===== src/rtl/tdm_demux_1x4.sv =====
// tdm_demux_1x4: TDM 1-to-4 demultiplexer that rebuilds four channels from a slot-ordered serial stream.
// Optional build macro TDM_STRICT_SYNC_EN: in LOCK a slot-0 sample without frame_sync
// raises sync_err and drops back to HUNT; otherwise the slot counter flywheels.
module tdm_demux_1x4 #(
    parameter int W   = 1,
    parameter int FCW = 8
) (
    input  logic           clk,
    input  logic           rst_n,
    input  logic [W-1:0]   din,
    input  logic           din_valid,
    input  logic           frame_sync,
    output logic [W-1:0]   y0,
    output logic [W-1:0]   y1,
    output logic [W-1:0]   y2,
    output logic [W-1:0]   y3,
    output logic           y_valid,
    output logic [1:0]     slot,
    output logic           locked,
    output logic           sync_err,
    output logic [FCW-1:0] frame_cnt
);
    typedef enum logic {HUNT, LOCK} state_t;

    state_t         state_q, state_d;
    logic [1:0]     slot_q, slot_d;
    logic [W-1:0]   s0_q, s0_d, s1_q, s1_d, s2_q, s2_d;
    logic [W-1:0]   y0_q, y0_d, y1_q, y1_d, y2_q, y2_d, y3_q, y3_d;
    logic           y_valid_q, y_valid_d;
    logic           sync_err_q, sync_err_d;
    logic [FCW-1:0] frame_cnt_q, frame_cnt_d;

    // Next-state: capture samples into shadows by slot, publish the whole frame on slot 3.
    always_comb begin
        state_d     = state_q;
        slot_d      = slot_q;
        s0_d        = s0_q;
        s1_d        = s1_q;
        s2_d        = s2_q;
        y0_d        = y0_q;
        y1_d        = y1_q;
        y2_d        = y2_q;
        y3_d        = y3_q;
        y_valid_d   = 1'b0;
        sync_err_d  = 1'b0;
        frame_cnt_d = frame_cnt_q;
        if (din_valid) begin
            if (state_q == HUNT) begin
                if (frame_sync) begin
                    s0_d    = din;
                    slot_d  = 2'd1;
                    state_d = LOCK;
                end
            end else if (frame_sync && slot_q != 2'd0) begin
                // Misplaced sync: abandon the partial frame and restart at slot 0.
                sync_err_d = 1'b1;
                s0_d       = din;
                slot_d     = 2'd1;
            end else if (slot_q == 2'd0) begin
`ifdef TDM_STRICT_SYNC_EN
                if (frame_sync) begin
                    s0_d   = din;
                    slot_d = 2'd1;
                end else begin
                    sync_err_d = 1'b1;
                    state_d    = HUNT;
                    slot_d     = 2'd0;
                end
`else
                s0_d   = din;
                slot_d = 2'd1;
`endif
            end else if (slot_q == 2'd1) begin
                s1_d   = din;
                slot_d = 2'd2;
            end else if (slot_q == 2'd2) begin
                s2_d   = din;
                slot_d = 2'd3;
            end else begin
                y0_d        = s0_q;
                y1_d        = s1_q;
                y2_d        = s2_q;
                y3_d        = din;
                y_valid_d   = 1'b1;
                frame_cnt_d = frame_cnt_q + FCW'(1);
                slot_d      = 2'd0;
            end
        end
    end

    // State and datapath registers; reset drops any partial frame at once.
    always_ff @(posedge clk or negedge rst_n) begin
        if (!rst_n) begin
            state_q     <= HUNT;
            slot_q      <= 2'd0;
            s0_q        <= '0;
            s1_q        <= '0;
            s2_q        <= '0;
            y0_q        <= '0;
            y1_q        <= '0;
            y2_q        <= '0;
            y3_q        <= '0;
            y_valid_q   <= 1'b0;
            sync_err_q  <= 1'b0;
            frame_cnt_q <= '0;
        end else begin
            state_q     <= state_d;
            slot_q      <= slot_d;
            s0_q        <= s0_d;
            s1_q        <= s1_d;
            s2_q        <= s2_d;
            y0_q        <= y0_d;
            y1_q        <= y1_d;
            y2_q        <= y2_d;
            y3_q        <= y3_d;
            y_valid_q   <= y_valid_d;
            sync_err_q  <= sync_err_d;
            frame_cnt_q <= frame_cnt_d;
        end
    end

    assign y0        = y0_q;
    assign y1        = y1_q;
    assign y2        = y2_q;
    assign y3        = y3_q;
    assign y_valid   = y_valid_q;
    assign slot      = slot_q;
    assign locked    = (state_q == LOCK);
    assign sync_err  = sync_err_q;
    assign frame_cnt = frame_cnt_q;
endmodule


===== config.mk =====
export PLATFORM = sky130hd
export DESIGN_NAME = tdm_demux_1x4
export DESIGN_NICKNAME = d
export VERILOG_FILES = /design/src/rtl/tdm_demux_1x4.sv
export SDC_FILE = /design/constraint.sdc
export NUM_CORES = 1
export LEC_CHECK = 0
export BUFFER_PORTS_ARGS = -buffer_cell sky130_fd_sc_hd__buf_2
export CORE_MARGIN = 4
export CORE_UTILIZATION = 45
export DETAILED_ROUTE_END_ITERATION = 8
export PLACE_DENSITY = 0.75
export SLEW_MARGIN = 20
export SYNTH_ARGS = -nofsm -noshare
export SYNTH_HDL_FRONTEND = slang
export SYNTH_SLANG_ARGS = --single-unit

===== constraint.sdc =====
create_clock -name clk -period 2.4 [get_ports clk]
set_input_delay 0.48 -clock clk [delete_from_list [all_inputs] [get_ports clk]]
set_output_delay 0.48 -clock clk [all_outputs]
set_load 0.01 [all_outputs]

==> summary.md <==
| Metric | Value |
|---|---|
| Synth Register Bits | `20` |
| Die W | `54.1 um` |
| Number of fillers in the final layout | `163` |
| Synth Instances | `78` |
| Crit path kind | `register to register` |
| WL per Instance | `12.9 um` |
| Post_cts resized | `0` |
| Synthesized area | `roughly 950 um^2` |
| Reg2reg setup slack | `0.30 ns` |
| Pin slew with the least headroom to its limit | `~0.43 ns` |
| CP cell instances | `inv_1 > ha_1 > nand4bb_1 > nor2_2 > mux2_2` |
| CTS tree | `yes` |
| ANT cells | `0` |
| Non-Filler Instances | `128` |
| Status | `complete, no violations` |
| Crit. End Element | `register` |
| Cts bufs inserted | `3` |
| Relative slew slack | `between 70% and 80%` |
| I/O pin total | `22` |
| Initial DRT Pass Iterations | `4` |
| CTS Hold Bufs | `0` |
| Synth cell types | `29` |
| Worst EP required | `2.60 ns` |
| Skew final | `approximately 0.0025 ns` |
| Via count | `between 600 and 700` |
| Synth-to-layout area growth | `19.1%` |
| First-pass GRT wire length | `2.72 mm` |
| R2r endpoint | `y2` |
| DPL Wire Length | `1.24 mm` |
| Commonest non-fill, non-tap cell in the layout | `buf_2` |
| Largest net degree at the start of global routing | `21` |
| # nets final | `114` |
| Total congestion overflow | `0` |
| Routability cong. | `0.829` |
| Vias in the first global route | `614` |
| Final setup fails | `0` |
| CTS HTree Levels | `1` |
| Syn_nets | `90` |
| Dpl cell area | `1080 um^2` |
| Chip height | `54.1 um` |
| Root Driver | `clkbuf_4` |
| Seq/Total Area, Yosys | `52.4%` |
| Worst Hold Class | `input pin to async pin` |
| Most frequent cells in the layout | `buf_2, dfrtp_1, mux2_2, xor2_1, ha_1` |
| CTS Sinks | `20` |
| Post-Route WL | `1.65 mm` |
| Share of cells above drive strength 1 | `35.6%` |
| Max-cap violation count | `0` |
| Critical Path Source | `slot[0]` |
| Pwr Total | `between 0.001 and 0.0015 W` |
| P_leak | `0.583 nW` |
| # port buffers | `21` |
| Syn avg cell area | `12.2 um^2` |
| Total negative slack | `0 ns` |
| Reg area | `500 um^2` |
| RR Startpoint | `slot[0]` |
| Startpoint Class | `register` |
| Clock transition at path regs | `around 0.11 ns` |
| Post-synth EDFFs | `0` |
| RSZ-0062 raised after global routing | `no` |
| ANT nets after route | `0` |
| Slowest stage delay, CP | `0.44 ns` |
| Full die area | `between 2000 and 3000 um^2` |
| Deepest clock path buffer count | `2` |
| Design Area, Final | `~1100 um^2` |
| DR vias/cell | `approximately 5` |
| Critical-path top delay cell | `dfrtp_1` |
| Fin crit period | `2.10 ns` |
| Endpoints failing hold | `0` |
| F_max | `~480 MHz` |
| Crit-path max FO | `8` |
| First DRT Iteration DRCs | `4` |
| Post-synth ARST share | `100%` |
| PwrDens | `980 nW/um^2` |
| Setup repair bufs after CTS | `0` |
| Core Region | `1980 um^2` |
| Global Route Usage Sum | `about an eighth` |
| Initial antenna violation count | `0` |
| Clk_lat worst skew | `about 0.3 ns` |
| Final period utilization | `87.3%` |
| Multi-input gate area | `430 um^2` |
| Max IR drop VDD | `between 0.0004 and 0.0005 V` |
| Placed cells | `124` |
| Worst path arrival time | `2.29 ns` |
| Drc violations | `0` |
| Ys flop type | `dfrtp_1` |
| Worst reg-to-reg path cell count | `5` |
| Initial Util | `48.2%` |
| Final slew viol count | `0` |
| # rows | `16` |
| Hold Slack | `0.101 ns` |
| Yosys warns | `0` |
[logic make-up (layout without fill, tap and decap cells)]
logic type | Yosys count | in the layout | synth area share, %
AND/OR/NAND/NOR | 22 | 22 | 14.4
adder cells (fa/ha/maj) | 7 | 7 | 9.17
XOR/XNOR | 7 | 7 | 6.42
buffers and inverters | 6 | 29 | 2.49
flip-flops | 20 | 20 | 52.4
AO/OA/AOI/OAI | 8 | 8 | 5.64
multiplexers | 8 | 8 | 9.44
[worst max path at each step]
stage,end,cells past startpoint
3_3_place_gp,frame_cnt[1],5
3_5_place_dp,frame_cnt[1],5
5_1_grt,y0,5
2_1_floorplan,y3,6
4_1_cts,frame_cnt[1],5
6_report,y2,5
[sequential cells by signal (all words and copies together), names as in the netlist]
name and flops:
s2_q 1, sync_err 1, y2 1, locked 1, y0 1, y1 1
frame_cnt 8, s1_q 1, s0_q 1, slot 2, y3 1, y_valid 1
[synthesized netlist by cell type, types with 2 or more instances]
cell type | instances | area, um^2
o21ai_0 | 2 | 10.0
nor4_1 | 2 | 12.5
nor2_1 | 2 | 7.51
nor3b_1 | 3 | 22.5
ha_1 | 7 | 87.6
mux2_2 | 7 | 78.8
inv_1 | 4 | 15.0
nand3_1 | 3 | 15.0
dfrtp_1 | 20 | 500
xor2_1 | 7 | 61.3
a21oi_1 | 2 | 10.0
nor3_1 | 2 | 10.0
[critical path: cells and delay by family, from the launching register on]
kind,cells,cell delay [ns]
flip-flops,1,0.44
buffers and inverters,1,0.12
adder cells (fa/ha/maj),1,0.26
multiplexers,1,0.37
AND/OR/NAND/NOR,2,0.80
[per-stage QoR]
stage | util, % | setup WS [ns]
floorplan | - | 0.579
detailed placement | 54.7 | 0.333
global route | 57.4 | 0.0988
CTS | 57.4 | 0.289
global placement | 54.7 | 0.427
finish | 57.4 | 0.304
[routing by layer]
layer | routed length [um] | GRT usage, % | share of wire [%] | up-vias
met1 | 721 | 16.9 | 44 | 322
li1 | - | - | - | 317
met5 | 0 | 0 | 0 | -
met3 | 104 | 2.49 | 6.3 | 2
met2 | 815 | 21.0 | 49 | 17
met4 | 8 | 7.47 | 0.49 | 0
[cell type report]
type	instances	area share, %
clock buffer	3	1.98
clock inverter	1	2.64
inverter	4	1.32
multi-input combinational	52	37.8
sequential	20	44.0
tap	27	2.97
timing repair buffer	21	9.24
[power by group]
group	leakage [nW]	switching, W	internal [W]	total (W)
clock	0.0279	0.000102	0.000169	0.000270
sequential	0.251	0.0000770	0.000429	0.000506
combinational	0.304	0.000174	0.000164	0.000338
Power figures use the tool's default switching activity.
